`src/rtl/restoring_divider_pkg.sv`:
```
// restoring_divider_pkg: shared FSM state type, default width and counter sizing for the divider
package restoring_divider_pkg;
  typedef enum logic [1:0] {IDLE, CALC, DONE} state_e;
  localparam int DEF_WIDTH = 10;
  function automatic int cnt_w(input int w);
    return $clog2(w);
  endfunction
endpackage

```
`src/rtl/restoring_divider_prefix_sub.sv`:
```
// prefix_sub: Sklansky prefix subtractor a-b computed as a+~b+1 with black/grey cells
module prefix_sub #(
  parameter int N = 11
) (
  input  logic [N-1:0] a,
  input  logic [N-1:0] b,
  output logic [N-1:0] diff,
  output logic         borrow
);
  localparam int L = $clog2(N);
  logic [N-1:0] pi, gi;
  logic [N-1:0] g [0:L];
  logic [N-1:0] p [0:L];
  assign pi = a ^ ~b;
  assign gi = a & ~b;
  // the constant carry-in of 1 is folded into bit 0's generate
  assign g[0] = {gi[N-1:1], gi[0] | pi[0]};
  assign p[0] = pi;
  for (genvar l = 0; l < L; l++) begin : g_lvl
    for (genvar i = 0; i < N; i++) begin : g_bit
      if (((i >> l) & 1) == 1) begin : g_cell
        localparam int J = ((i >> l) << l) - 1;
        if (i < (2 << l)) begin : g_grey
          assign g[l+1][i] = g[l][i] | (p[l][i] & g[l][J]);
          assign p[l+1][i] = p[l][i];
        end else begin : g_black
          assign g[l+1][i] = g[l][i] | (p[l][i] & g[l][J]);
          assign p[l+1][i] = p[l][i] & p[l][J];
        end
      end else begin : g_pass
        assign g[l+1][i] = g[l][i];
        assign p[l+1][i] = p[l][i];
      end
    end
  end
  assign diff   = pi ^ {g[L][N-2:0], 1'b1};
  assign borrow = ~g[L][N-1];
endmodule

```
`src/rtl/restoring_divider.sv`:
```
// restoring_divider: one-bit-per-cycle unsigned restoring divider with valid/ready handshakes
module restoring_divider
  import restoring_divider_pkg::*;
#(
  parameter int WIDTH = DEF_WIDTH
) (
  input  logic             clk,
  input  logic             rst,
  input  logic             in_valid,
  output logic             in_ready,
  input  logic [WIDTH-1:0] dividend,
  input  logic [WIDTH-1:0] divisor,
  output logic             out_valid,
  input  logic             out_ready,
  output logic [WIDTH-1:0] quotient,
  output logic [WIDTH-1:0] remainder,
  output logic             div_by_zero
);
  localparam int CW = cnt_w(WIDTH);
  state_e state_q, state_d;
  logic [WIDTH-1:0] q_q, q_d, r_q, r_d, d_q, d_d;
  logic [CW-1:0] cnt_q, cnt_d;
  logic dbz_q, dbz_d;
  logic [WIDTH:0] s, diff;
  logic borrow;
  assign s = {r_q, q_q[WIDTH-1]};
  prefix_sub #(.N(WIDTH+1)) u_sub (
    .a     (s),
    .b     ({1'b0, d_q}),
    .diff  (diff),
    .borrow(borrow)
  );
  always_comb begin
    state_d = state_q;
    q_d     = q_q;
    r_d     = r_q;
    d_d     = d_q;
    cnt_d   = cnt_q;
    dbz_d   = dbz_q;
    case (state_q)
      IDLE: if (in_valid) begin
        dbz_d   = divisor == '0;
        d_d     = divisor;
        cnt_d   = '0;
        q_d     = dbz_d ? '1 : dividend;
        r_d     = dbz_d ? dividend : '0;
        state_d = dbz_d ? DONE : CALC;
      end
      CALC: begin
        r_d     = borrow ? s[WIDTH-1:0] : diff[WIDTH-1:0];
        q_d     = {q_q[WIDTH-2:0], ~borrow};
        cnt_d   = cnt_q + 1'b1;
        state_d = cnt_q == CW'(WIDTH-1) ? DONE : CALC;
      end
      DONE: state_d = out_ready ? IDLE : DONE;
      default: state_d = IDLE;
    endcase
  end
  always_ff @(posedge clk) begin
    if (rst) begin
      state_q <= IDLE;
      q_q     <= '0;
      r_q     <= '0;
      d_q     <= '0;
      cnt_q   <= '0;
      dbz_q   <= 1'b0;
    end else begin
      state_q <= state_d;
      q_q     <= q_d;
      r_q     <= r_d;
      d_q     <= d_d;
      cnt_q   <= cnt_d;
      dbz_q   <= dbz_d;
    end
  end
  assign in_ready    = state_q == IDLE;
  assign out_valid   = state_q == DONE;
  assign quotient    = q_q;
  assign remainder   = r_q;
  assign div_by_zero = dbz_q;
endmodule

```
`config.mk`:
```
export PLATFORM = sky130hd
export DESIGN_NAME = restoring_divider
export DESIGN_NICKNAME = d
export VERILOG_FILES = /design/src/rtl/restoring_divider_pkg.sv /design/src/rtl/restoring_divider_prefix_sub.sv /design/src/rtl/restoring_divider.sv
export SDC_FILE = /design/constraint.sdc
export NUM_CORES = 1
export LEC_CHECK = 0
export ABC_AREA = 1
export CORE_ASPECT_RATIO = 1.4
export CORE_MARGIN = 2
export CORE_UTILIZATION = 50
export DETAILED_ROUTE_END_ITERATION = 10
export PLACE_DENSITY = 0.76
export SYNTH_ARGS = -nofsm -noshare
export SYNTH_HDL_FRONTEND = slang
export SYNTH_SLANG_ARGS = --single-unit
```
`constraint.sdc`:
```
create_clock -name clk -period 2.9 [get_ports clk]
set_input_delay 0.58 -clock clk [delete_from_list [all_inputs] [get_ports clk]]
set_output_delay 0.58 -clock clk [all_outputs]
set_load 0.02 [all_outputs]
```
# --- Word-level counts from Yosys, hierarchy flattened ---
# Index checks and enable logic that the tools add are counted.
classes:
  n_addsub: 1
  n_mul: 0
  div: 0
  order_cmp: 0
  n_eq_ne: 4
  shift: 0
  muxes: 14
  bitwise: 44
  reduce_logical: 5
ops:
  columns: ["op", "n"]
  rows:
  - ["10-bit 2-to-1 mux", 5]
  - ["10-bit one-hot mux with 2 select lines", 2]
  - ["1-bit AND", 23]
  - ["1-bit OR", 17]
  - ["11-bit AND", 1]
  - ["10-bit inverter with 11-bit output", 1]
  - ["11-bit bitwise XOR", 1]
  - ["10-bit logical NOT", 1]
  - ["10-bit bitwise XOR", 1]
  - ["2-bit 2-to-1 mux", 4]
  - ["4-bit one-hot mux with 2 select lines", 1]
  - ["2-bit one-hot mux with 3 select lines", 1]
  - ["4-bit by 1-bit adder with 4-bit output, second input constant", 1]
  - ["4-bit equality test, second input constant", 1]
  - ["4-bit 2-to-1 mux", 1]
  - ["2-bit AND reduction", 2]
  - ["2-bit by 1-bit equality test with 1-bit output, second input constant", 1]
  - ["2-bit equality test, second input constant", 1]
  - ["2-bit logical NOT", 1]
  - ["2-bit != test, second input constant", 1]
  - ["2-bit nonzero test", 1]
word_totals:
  ff_bits: 37
  latch_bits: 0
  ramBits: 0
  mem_bits_ro: 0
  out_inout_bits: 23
  n_memories: 0

# --- Logic depth before layout (Yosys ltp) ---
depth:
  depth_word: 14
  mapped_depth: 15
  ltp_nobuf: 15

# --- Modules after synthesis ---
# Synthesis repeated with hierarchy kept, for this count alone.
unflattened:
  hier_cells: 350
  area_unflattened_um2: 2389.8
modules_own_cells:
  columns: ["mod", "n_inst", "cells_each", "area_each_um2", "seq_area_each_um2"]
  rows:
  - ["restoring_divider", 1, 279, 1898.1, 740.7]
  - ["prefix_sub", 1, 71, 491.7, 0.0]

# --- Worst setup path after synthesis ---
# No wires, ideal clock.
synth_path:
  path_kind: "register to register"
  start: "reg q_q[9], in the netlist quotient[9]"
  end: "reg r_q[9], in the netlist remainder[9]"
  arrival_ns: 2.245
  slack_ns: 0.586
  path_stages_with_launch: 15
  path_buffers: 0
  synth_period_minus_slack_ns: 2.314
  path_cell_list: "dfxtp_1 -> inv_1 -> ha_1 -> fa_1 -> inv_1 -> nand3_1 -> nand2_1 -> nand2_1 -> nand2_1 -> inv_1 -> fa_1 -> xor2_1 -> nand2_1 -> nand3_1 -> a21oi_1"
synth_between:
  elab_chain_len: 13
  elab_cells_between_ends: 16
  cone_classes: "mux (2); bitwise (14)"
synth_lines:
  columns: ["element", "line", "rtl"]
  rows:
  - ["from (decl)", "restoring_divider.sv:21", "logic [WIDTH-1:0] q_q, q_d, r_q, r_d, d_q, d_d;"]
  - ["from (signal assigned)", "restoring_divider.sv:69", "q_q <= q_d;"]
  - ["11-bit AND / 11-bit bitwise XOR (equally long branches)", "restoring_divider_prefix_sub.sv:15, restoring_divider_prefix_sub.sv:14", null]
  - ["1-bit OR *", "restoring_divider_prefix_sub.sv:17", "assign g[0] = {gi[N-1:1], gi[0] | pi[0]};"]
  - ["1-bit AND *", "restoring_divider_prefix_sub.sv:24", "assign g[l+1][i] = g[l][i] | (p[l][i] & g[l][J]);"]
  - ["1-bit OR *", "restoring_divider_prefix_sub.sv:24", null]
  - ["1-bit AND *", "restoring_divider_prefix_sub.sv:24", null]
  - ["1-bit OR *", "restoring_divider_prefix_sub.sv:24", null]
  - ["1-bit AND *", "restoring_divider_prefix_sub.sv:24", null]
  - ["1-bit OR *", "restoring_divider_prefix_sub.sv:24", null]
  - ["1-bit AND", "restoring_divider_prefix_sub.sv:24", null]
  - ["1-bit OR", "restoring_divider_prefix_sub.sv:24", null]
  - ["10-bit bitwise XOR", "restoring_divider_prefix_sub.sv:36", "assign diff = pi ^ {g[L][N-2:0], 1'b1};"]
  - ["10-bit 2-to-1 mux *", "restoring_divider.sv:50", "r_d = borrow ? s[WIDTH-1:0] : diff[WIDTH-1:0];"]
  - ["10-bit one-hot mux with 2 select lines *", "restoring_divider.sv:40", "case (state_q)"]
  - ["to (signal assigned)", "restoring_divider.sv:70", "r_q <= r_d;"]
  - ["to (decl)", "restoring_divider.sv:21", null]
# Mark *: on every way between the ends. The rest lies on a longest branch, timed or not.
# A chain may end at the register's enable or synchronous reset.

# --- Final worst setup path ---
# Same ends and word-level chain as after synthesis.

==> flow_summary.ini <==
[run_status]
status = finished clean

[synth]
synth-seq-cells = 37
ys_seq_area_frac = 0.331
synth_fp_nets = 357
syn_avg_cell_area_um2 = 7.04
synth_flop_cell = dfxtp_1
syn_inst = 318
synth-edff-count = 0
syn_area_mm2 = 0.00224
async_flop_share = 0
ys_warn_count = 0
synthDistinctLibCells = 34

[timing]
rsz0062_at_grt = no
slew_headroom = 0.515
tightest_slew_ns = 0.727
drv_slew = 0
clock-skew-final_ns = 0.00782
fmax_mhz = 419
fin_crit_ns = 2.39
fin_tns_setup_ns = 0
fin_crit_sh = 0.824
final-setup-viol-count = 0
hold_violations = 0

[floorplan]
floorplan.die_area_mm2 = 0.00504
rows = 28
ioPinCount = 47
die_h_um = 83.2
initial_core_util = 0.524
die_w_um = 60.6
coreArea_mm2 = 0.00427

[worst_setup_path]
reg2regPathDepth = 14
path_max_fanout = 4
r2r-start = quotient[9]
slowest_delay_ns = 0.37
end_kind = flop
critPathSlowestCell = dfxtp_1
crit_top_cell = nand2_1
crit_required_ns = 3.12
startpoint_type = flop
regToRegEndpoint = remainder[9]
r2r_setup_slack_ns = 0.51
path_cells = inv_1 > ha_1 > fa_1 > inv_1 > nand3_1 > nand2_1 > nand2_1 > nand2_1 > inv_1 > fa_1 > xor2_1 > nand2_1 > nand3_1 > a21oi_1
cp.arrival_ns = 2.61
crit_family = adder cells
cp_num_buf_inv = 3
path_class = reg2reg

[power_and_ir_drop]
power.switching_uw = 538
p_int_uw = 937
sw_frac_of_total = 0.365
p_leak_nw = 1.19
p_comb_frac = 0.371
power.density_mw_per_mm2 = 528
peakVddDrop_mv = 0.351
clkPwrFrac = 0.226
power_frac_seq = 0.403

[route]
num_vias = 2189
viasPerCell = 5.21
drt_iter0_drc = 95
routedWlPerCell_um = 13.0
drcViolationCount = 0
firstDrtPassIters = 4
wirelength_mm = 5.44
ant_nets = 0

[global_routing]
grt_pass1_vias = 2014
grt_pass1_wl_mm = 9.03
grtUsageTotal = 0.227
grt_max_degree = 30
antenna_found_initial = 0
overflow = 0

[clocking]
h-tree-depth = 2
clockBufferDepth = 2
cts_setup_buffers = 0
cts_tree = built
cts-root-buf = clkbuf_8
clock-sinks = 37
clk_pin_slew_ns = 0.07
cts_buffers = 5
cts-hold-fix-buffers = 0
clock_latency_ns = 0.28
postCtsResizedCells = 0

[min_path]
hp-class = reg2reg
hold-path-endpoint = d_q[6]
hold_depth = 2
min_from = d_q[6]

[run]
maxCapViolations = 0

[place]
io_buffers = 46
place_area_mm2 = 0.00272
dpl.hpwl_mm = 4.01
finalWeightedCongestion = 0.867
dp.cells = 414

[layout]
utilization = 0.654
diodes = 0
design_area_mm2 = 0.00279
synthToLayoutAreaGrowth_pct = 24.7
fillers = 387
finalNetCount = 400
drive_gt1_frac = 0.0611
fin_cells = 420
## layout by cell type, fill, tap and decap left out, drive strengths merged
cell,netlist,routed
clkdlybuf4s50,0,46
or2,1,1
clkbuf,6,5
nor3,2,2
clkinv,0,1
a311oi,1,1
xnor2,2,2
nor3b,1,1
a22oi,2,2
nand3,19,19
nand4,2,2
fa,4,4
inv,48,48
xor2,1,1
o21a,4,4
ha,11,11
a31oi,4,4
a221oi,1,1
nor4,1,1
a41oi,1,1
nand2,73,73
o21ai,34,34
dfxtp,37,37
a21oi,32,32
nor2,24,24
o211ai,1,1
buf,6,2
## worst min-delay path, delay by kind of cell, from the launching register on
family / cells / cell delay [ns]
compound gates: 1 / 0.05
buf+inv: 1 / 0.06
flops: 1 / 0.30
## routing by layer
metal  vias up  global-route usage  wire (um)
met3        12              0.0514        246
met2        67               0.361       2730
met5         -                   0          0
met4         0              0.0850        106
li1       1120                   -          -
met1       990               0.294       2360
## flip-flops by register name (all words and copies together) (netlist names)
| signal | cells |
|---|---|
| d_q | 10 |
| cnt_q | 4 |
| quotient | 10 |
| div_by_zero | 1 |
| remainder | 10 |
| state_q | 2 |
## cell type report
| type | instances | area (um2) | share of cell area |
|---|---|---|---|
| clock inverter | 1 | 5.00 | 0.00179 |
| sequential | 37 | 741 | 0.265 |
| inverter | 48 | 185 | 0.0663 |
| tap | 60 | 75.1 | 0.0269 |
| timing repair buffer | 48 | 475 | 0.170 |
| clock buffer | 5 | 68.8 | 0.0246 |
| multi-input combinational | 221 | 1240 | 0.445 |
## metrics by stage
stage	power (mW)	hold WS (ns)	setup slack, ns
6_report	1.47	0.460	0.512
5_1_grt	1.57	0.488	0.352
4_1_cts	1.48	0.467	0.524
3_5_place_dp	1.15	0.456	0.546
3_3_place_gp	1.14	0.450	0.638
2_1_floorplan	0.985	0.433	0.586
## kinds of logic after synthesis
logic type	count (synthesis)	synth area share
flip-flops	37	0.331
adder cells (fa/ha/maj)	15	0.0972
XOR/XNOR	3	0.0117
buffers and inverters	60	0.114
AND/OR/NAND/NOR	123	0.253
AO/OA/AOI/OAI	80	0.194
## how the worst max path moves through the flow
stage / to / depth (start not counted) / slack (ns) / from
2_1_floorplan: remainder[9] / 14 / 0.59 / quotient[9]
3_3_place_gp: remainder[9] / 14 / 0.64 / quotient[9]
3_5_place_dp: remainder[9] / 14 / 0.55 / quotient[9]
4_1_cts: remainder[9] / 14 / 0.52 / quotient[9]
5_1_grt: remainder[9] / 14 / 0.35 / quotient[9]
6_report: remainder[9] / 14 / 0.51 / quotient[9]
## cell usage after synthesis (2+ instances only)
cell	instances	area, um2
buf_6	3	33.8
nor2_4	2	22.5
nand2_2	5	31.3
nand3_1	19	95.1
a21oi_1	32	160
xnor2_1	2	17.5
dfxtp_1	37	741
inv_1	45	169
fa_1	4	80.1
a22oi_1	2	15.0
nand2_1	68	255
nor2_1	21	78.8
ha_1	11	138
inv_4	2	12.5
buf_2	2	10.0
o21ai_0	28	140
o21a_1	4	30.0
a31oi_1	4	25.0
nand4_1	2	12.5
clkbuf_1	6	22.5
o21ai_1	6	30.0
## power groups by stage
| stage | logic, mW | registers [mW] | clock network, mW |
|---|---|---|---|
| 6_report | 0.547 | 0.594 | 0.333 |
| 5_1_grt | 0.609 | 0.600 | 0.365 |
| 4_1_cts | 0.547 | 0.594 | 0.340 |
| 3_5_place_dp | 0.544 | 0.605 | 0 |
| 3_3_place_gp | 0.532 | 0.605 | 0 |
| 2_1_floorplan | 0.352 | 0.633 | 0 |
Note: power is estimated with default switching activity, not from simulation.
